## config.mk

```make
export PLATFORM = sky130hd
export DESIGN_NAME = x25519_stream_if_flat
export DESIGN_NICKNAME = d
export VERILOG_FILES = /design/src/rtl/x25519_stream_if_if.sv /design/src/rtl/x25519_stream_if.sv /design/src/flat_wrapper.sv
export SDC_FILE = /design/constraint.sdc
export NUM_CORES = 2
export LEC_CHECK = 0
export ABC_AREA = 1
export CAP_MARGIN = 40
export CORE_AREA = 2 2 337 339
export CTS_CLUSTER_SIZE = 16
export DETAILED_ROUTE_END_ITERATION = 8
export DIE_AREA = 0 0 339 341
export HOLD_SLACK_MARGIN = 0.05
export PLACE_DENSITY = 0.62
export REMOVE_ABC_BUFFERS = 1
export SYNTH_ARGS = -nofsm -noshare
export SYNTH_HDL_FRONTEND = slang
export SYNTH_SLANG_ARGS = --single-unit
```

## constraint.sdc

```tcl
create_clock -name clk -period 3.1 [get_ports clk]
set_input_delay 0.31 -clock clk [delete_from_list [all_inputs] [get_ports clk]]
set_output_delay 0.31 -clock clk [all_outputs]
set_load 0.02 [all_outputs]
```

## src/rtl/x25519_stream_if_if.sv

```systemverilog
// Word-stream bundle for the X25519 front/back end: 32-bit input words in,
// 32-bit result words out, each with its own ready/valid handshake.
interface x25519_stream_if_if;
   logic        in_valid;
   logic        in_ready;
   logic [31:0] in_data;
   logic        out_valid;
   logic        out_ready;
   logic [31:0] out_data;
   logic        out_last;

   modport slave (
      input  in_valid, in_data, out_ready,
      output in_ready, out_valid, out_data, out_last
   );

   modport master (
      output in_valid, in_data, out_ready,
      input  in_ready, out_valid, out_data, out_last
   );
endinterface

```

## src/rtl/x25519_stream_if.sv

```systemverilog
// Loads scalar and u-coordinate word-serially, pulses the core reset, times the
// core until valid (or timeout), then streams the 256-bit result out as 8 words.
module x25519_stream_if #(
   parameter logic [31:0] TIMEOUT = 32'd4_000_000
) (
   input  logic                clk,
   input  logic                rst,
   x25519_stream_if_if.slave   s,
   output logic                busy,
   output logic                timeout,
   output logic [31:0]         cycles,
   output logic                core_rst,
   output logic [255:0]        core_scalar,
   output logic [255:0]        core_point,
   input  logic [255:0]        core_point_out,
   input  logic                core_valid
);

   typedef enum logic [1:0] {LOAD, START, RUN, DRAIN} state_t;

   state_t        state, state_nx;
   logic [3:0]    k;
   logic [2:0]    j;
   logic [255:0]  result;
   logic          in_fire, out_fire, run_abort;
   logic          in_ready_c, out_valid_c, busy_c;
   logic [7:0]    in_hi, out_hi;

   assign in_fire  = s.in_valid  && (state == LOAD);
   assign out_fire = s.out_ready && (state == DRAIN);

   // Abort on the cycle that would bring cycles up to TIMEOUT; 33-bit compare
   // keeps TIMEOUT=0 or max from wrapping.
   assign run_abort = (state == RUN) && !core_valid &&
                      (({1'b0, cycles} + 33'd1) >= {1'b0, TIMEOUT});

   // Word k lands MSB-first: k[2:0] picks the 32-bit lane within each operand.
   assign in_hi  = 8'd255 - {k[2:0], 5'd0};
   assign out_hi = 8'd255 - {j, 5'd0};

   always_comb begin
      state_nx    = state;
      in_ready_c  = 1'b0;
      out_valid_c = 1'b0;
      busy_c      = 1'b0;
      case (state)
         LOAD: begin
            in_ready_c = 1'b1;
            if (in_fire && k == 4'd15) state_nx = START;
         end
         START: begin
            busy_c   = 1'b1;
            state_nx = RUN;
         end
         RUN: begin
            busy_c = 1'b1;
            if (core_valid || run_abort) state_nx = DRAIN;
         end
         DRAIN: begin
            busy_c      = 1'b1;
            out_valid_c = 1'b1;
            if (out_fire && j == 3'd7) state_nx = LOAD;
         end
         default: state_nx = LOAD;
      endcase
   end

   always_ff @(posedge clk) begin
      if (rst) state <= LOAD;
      else     state <= state_nx;
   end

   always_ff @(posedge clk) begin
      if (rst) begin
         k           <= 4'd0;
         j           <= 3'd0;
         result      <= '0;
         cycles      <= 32'd0;
         timeout     <= 1'b0;
         core_scalar <= '0;
         core_point  <= '0;
      end else begin
         case (state)
            LOAD: begin
               if (in_fire) begin
                  if (!k[3]) core_scalar[in_hi -: 32] <= s.in_data;
                  else       core_point[in_hi -: 32]  <= s.in_data;
                  k <= k + 4'd1;
                  // Status is cleared on entry so it reads zero during START.
                  if (k == 4'd15) begin
                     cycles  <= 32'd0;
                     timeout <= 1'b0;
                  end
               end
            end
            RUN: begin
               if (core_valid) begin
                  result <= core_point_out;
               end else if (run_abort) begin
                  result  <= '0;
                  timeout <= 1'b1;
                  cycles  <= TIMEOUT;
               end else begin
                  cycles <= cycles + 32'd1;
               end
            end
            DRAIN: begin
               if (out_fire) j <= j + 3'd1;
            end
            default: ;
         endcase
      end
   end

   assign s.in_ready  = in_ready_c;
   assign s.out_valid = out_valid_c;
   assign s.out_data  = (state == DRAIN) ? result[out_hi -: 32] : 32'd0;
   assign s.out_last  = (state == DRAIN) && (j == 3'd7);
   assign busy        = busy_c;
   // The START cycle masks any valid left high by the previous operation.
   assign core_rst    = rst || (state == START);

endmodule

```

## src/flat_wrapper.sv

```systemverilog
// flat-port wrapper written by rule: the top's interface ports become plain ports
module x25519_stream_if_flat 
#(
   parameter logic [31:0] TIMEOUT = 32'd4_000_000
)
  (clk, rst, busy, timeout, cycles, core_rst, core_scalar, core_point, core_point_out, core_valid, s_in_valid, s_in_data, s_out_ready, s_in_ready, s_out_valid, s_out_data, s_out_last);
  x25519_stream_if_if s_i ();
  input  logic clk;
  input  logic rst;
  output logic busy;
  output logic timeout;
  output logic [31:0] cycles;
  output logic core_rst;
  output logic [255:0] core_scalar;
  output logic [255:0] core_point;
  input  logic [255:0] core_point_out;
  input  logic core_valid;
  input wire logic [$bits(s_i.in_valid)-1:0] s_in_valid;
  input wire logic [$bits(s_i.in_data)-1:0] s_in_data;
  input wire logic [$bits(s_i.out_ready)-1:0] s_out_ready;
  output wire logic [$bits(s_i.in_ready)-1:0] s_in_ready;
  output wire logic [$bits(s_i.out_valid)-1:0] s_out_valid;
  output wire logic [$bits(s_i.out_data)-1:0] s_out_data;
  output wire logic [$bits(s_i.out_last)-1:0] s_out_last;
  assign s_i.in_valid = s_in_valid;
  assign s_i.in_data = s_in_data;
  assign s_i.out_ready = s_out_ready;
  assign s_in_ready = s_i.in_ready;
  assign s_out_valid = s_i.out_valid;
  assign s_out_data = s_i.out_data;
  assign s_out_last = s_i.out_last;
  x25519_stream_if #(.TIMEOUT(TIMEOUT)) u_core (.clk(clk), .rst(rst), .s(s_i), .busy(busy), .timeout(timeout), .cycles(cycles), .core_rst(core_rst), .core_scalar(core_scalar), .core_point(core_point), .core_point_out(core_point_out), .core_valid(core_valid));
endmodule
```

==> flow_summary.yaml <==
synthesis:
  yosysSeqAreaShare: 0.467
  synth_area_per_cell_sq_um: 7.62
  synth-warning-count: 0
  yosysUniqueCellTypes: 35
  ys_seq_elements: 810
  syn_inst: 4554
  syn_area_sq_mm: 0.0347
worst_setup_path:
  arrival_ps: 2690
  path_buf_inv: 4
  cp-startpoint: "u_core.j[0]"
  cp-start-kind: "flop"
  crit_family: "buffers and inverters"
  critPathKind: "reg -> out"
  r2r_setup_slack_ps: 140
  slowest_delay_ps: 420
  end_kind: "primary output"
  required_ps: 2790
  r2r-end: "u_core.result[106]"
  cp_slowest_cell: "a31oi_1"
  r2r_start: "u_core.cycles[0]"
  r2r_cells: 15
  path_cells: "clkinv_2 -> buf_12 -> buf_4 -> o21ai_0 -> o22ai_1 -> o21ai_0 -> a31oi_1 -> buf_4"
  crit_fanout: 33
clock_tree:
  clk_pin_slew_worst_paths_ps: 60
  worstSkewPairLatency_ps: 680
  clk_root_buffer_cell: "clkbuf_16"
  cts_sinks: 810
  cts_tree: "done"
  htree_levels: 3
  cts_buffers: 91
  clock_path_buffers: 3
placement:
  post-dp-hpwl_um: 110000
  postPlaceCellArea_sq_mm: 0.0448
  pre_cts_ws_ps: 50.9
  io_buffer_count: 874
  dp_cells: 6687
  gp_congestion: 0.889
finish:
  stdcell_area_sq_mm: 0.0481
  fin_nets: 5599
  area_growth_pct: 38.7
  layout.cells.non_filler: 6865
  drive_gt1_frac: 0.136
sta:
  slew_violations: 0
  max_freq_mhz: 333
  hold_viol: 0
  setup_tns_ps: 0
  finalWorstSetupSlack_ps: 96.3
  clock_skew_ps: 28.5
  period_share: 0.969
  setup_violations: 0
  slew_headroom: 0.336
  tightest_slew_ps: 995
  fin_crit_ps: 3000
floorplan:
  rows: 123
  die_x_um: 339
  ios: 875
  die_area_sq_mm: 0.116
  initial_core_util: 0.310
  die_h_um: 341
  design.core.area_sq_mm: 0.112
grt:
  grt_pass1_wl_um: 221000
  grt_pass1_vias: 32500
  grt_start_max_net_pins: 136
  grt-ovfl-total: 0
  antenna_found_initial: 5
  track_usage: 0.254
job:
  max_cap_viol_count: 0
power:
  seq_power_share: 0.412
  p_per_area_mw_per_mm2: 568
  switching_share: 0.308
  p_comb_frac: 0.187
  ir_drop_mv: 0.411
  p_sw_uw: 8420
  p_clk_frac: 0.401
  internal_power_uw: 18900
  p_leak_uw: 0.0169
worst_hold_path:
  whs_path_depth: 3
  hold_path_class: "in -> reg"
  whs_endpoint: "u_core.result[94]"
  hold_start: "core_point_out[94]"
detailed_routing:
  drt_iter0_drc: 2893
  wirelength_um: 155000
  dr.pass1.iters: 9
  vias: 34900
  drt.antenna.violating_nets: 0
  wire_per_inst_um: 22.6
  viasPerCell: 5.08
  drc: 0
run_status:
  status: "completed"
==> area by class of cell <==
class	count	area, sq um
fillers	11300	63700
multi-input cells	3279	16400
flip-flops and latches	810	16200
repair buffers	1005	10200
clock buffers	133	2650
well taps	1500	1880
inverters	104	409
clock inverters	31	375
diodes	3	7.51
==> power groups by stage <==
stage	Sequential, uW	Combinational, uW	Clock (uW)
2_1_floorplan	12000	1810	0
3_3_place_gp	11500	5080	0
3_5_place_dp	11500	5110	0
4_1_cts	11300	5130	11200
5_1_grt	11300	5470	11600
6_report	11300	5110	11000
==> state kept, by name, summed over array words and instances, names as in the netlist <==
name                count
u_core.core_scalar    256
u_core.result         256
u_core.timeout          1
u_core.core_point     256
u_core.state            2
u_core.k                4
u_core.cycles          32
u_core.j                3
==> cell usage in the layout, fill, tap and decap left out, types with 22 or more instances in the layout <==
cell type	n
clkdlybuf4s50_1	841
a31oi_1	29
a21oi_1	190
o21ai_0	601
buf_4	103
nor2_1	1178
inv_1	91
nor3_1	109
nand2_1	515
buf_12	23
nand3_2	203
clkbuf_1	22
dfxtp_1	803
a21oi_2	183
o22ai_1	32
nand3_1	155
clkbuf_16	95
==> cells by family after synthesis <==
logic type,after synthesis,share of synthesized area
simple gates,2206,0.288
flops,810,0.467
xor+xnor,10,0.00252
buf+inv,469,0.0640
compound gates,1044,0.173
fa+ha+maj,15,0.00541
==> routing by layer <==
layer | track usage | share of wire
met1 | 0.318 | 0.41
met4 | 0.119 | 0.047
met5 | 0 | 0.00030
met2 | 0.419 | 0.47
met3 | 0.0502 | 0.077
==> worst register-to-register path: cells and delay by family (launching register included) <==
family	cells	cell delay [ps]
AOI/OAI and AO/OA	1	80
xor gates and xnor gates	1	230
adders and majority gates	1	240
buffers and inverters	3	550
DFF	1	410
and+or+nand+nor	9	1290
==> cells in the mapped netlist <==
cell | count | area (sq um)
a21oi_1 | 190 | 951
nand2_1 | 519 | 1950
nand3_1 | 156 | 781
nand3_4 | 1 | 17.5
ha_1 | 15 | 188
nor2_2 | 8 | 50.1
nor3_1 | 110 | 551
a31oi_1 | 32 | 200
xor2_1 | 7 | 61.3
buf_12 | 20 | 400
nor2_1 | 1186 | 4450
a21oi_2 | 183 | 1600
inv_1 | 99 | 372
nand2_4 | 1 | 11.3
o22ai_1 | 32 | 200
a41oi_1 | 1 | 8.76
nand2_2 | 5 | 31.3
o21bai_1 | 2 | 15.0
buf_1 | 26 | 97.6
buf_4 | 18 | 135
or2_2 | 1 | 6.26
clkinv_1 | 1 | 3.75
inv_2 | 4 | 15.0
nor2_4 | 4 | 45.0
o21ai_0 | 601 | 3010
clkbuf_1 | 289 | 1080
xnor2_1 | 3 | 26.3
buf_6 | 5 | 56.3
nand3b_1 | 1 | 7.51
dfxtp_1 | 810 | 16200
buf_8 | 2 | 30.0
o21ai_1 | 3 | 15.0
nand4_1 | 13 | 81.3
nand3_2 | 201 | 2010
buf_2 | 5 | 25.0
==> per-stage QoR <==
stage	total power (uW)	util	hold slack, ps
floorplan	13800	-	372
CTS	27500	0.428	136
global placement	16600	0.400	452
finish	27300	0.430	193
global route	28400	0.430	177
detailed placement	16600	0.401	455
==> what timing repair did <==
item / 4_1_cts / 5_1_grt
resized for setup: 18 / 21
hold buffers: 1 / 0
endpoints found under the hold margin: 12 / 0
buffers inserted: 2 / 1
pin swaps: 1 / 3
gates cloned: 0 / 7
setup endpoints to repair: 21 / 254
==> worst max path at each step <==
stage                          to  slack, ps  cells after the start
2_1_floorplan   u_core.cycles[13]     -13470                      9
3_5_place_dp   u_core.result[109]         50                     16
5_1_grt         u_core.cycles[20]        -30                     15
4_1_cts            s_out_data[26]         20                      7
6_report           s_out_data[10]        100                      8
3_3_place_gp    u_core.result[63]        100                     16
No activity file was read; power rests on OpenSTA's default activity.
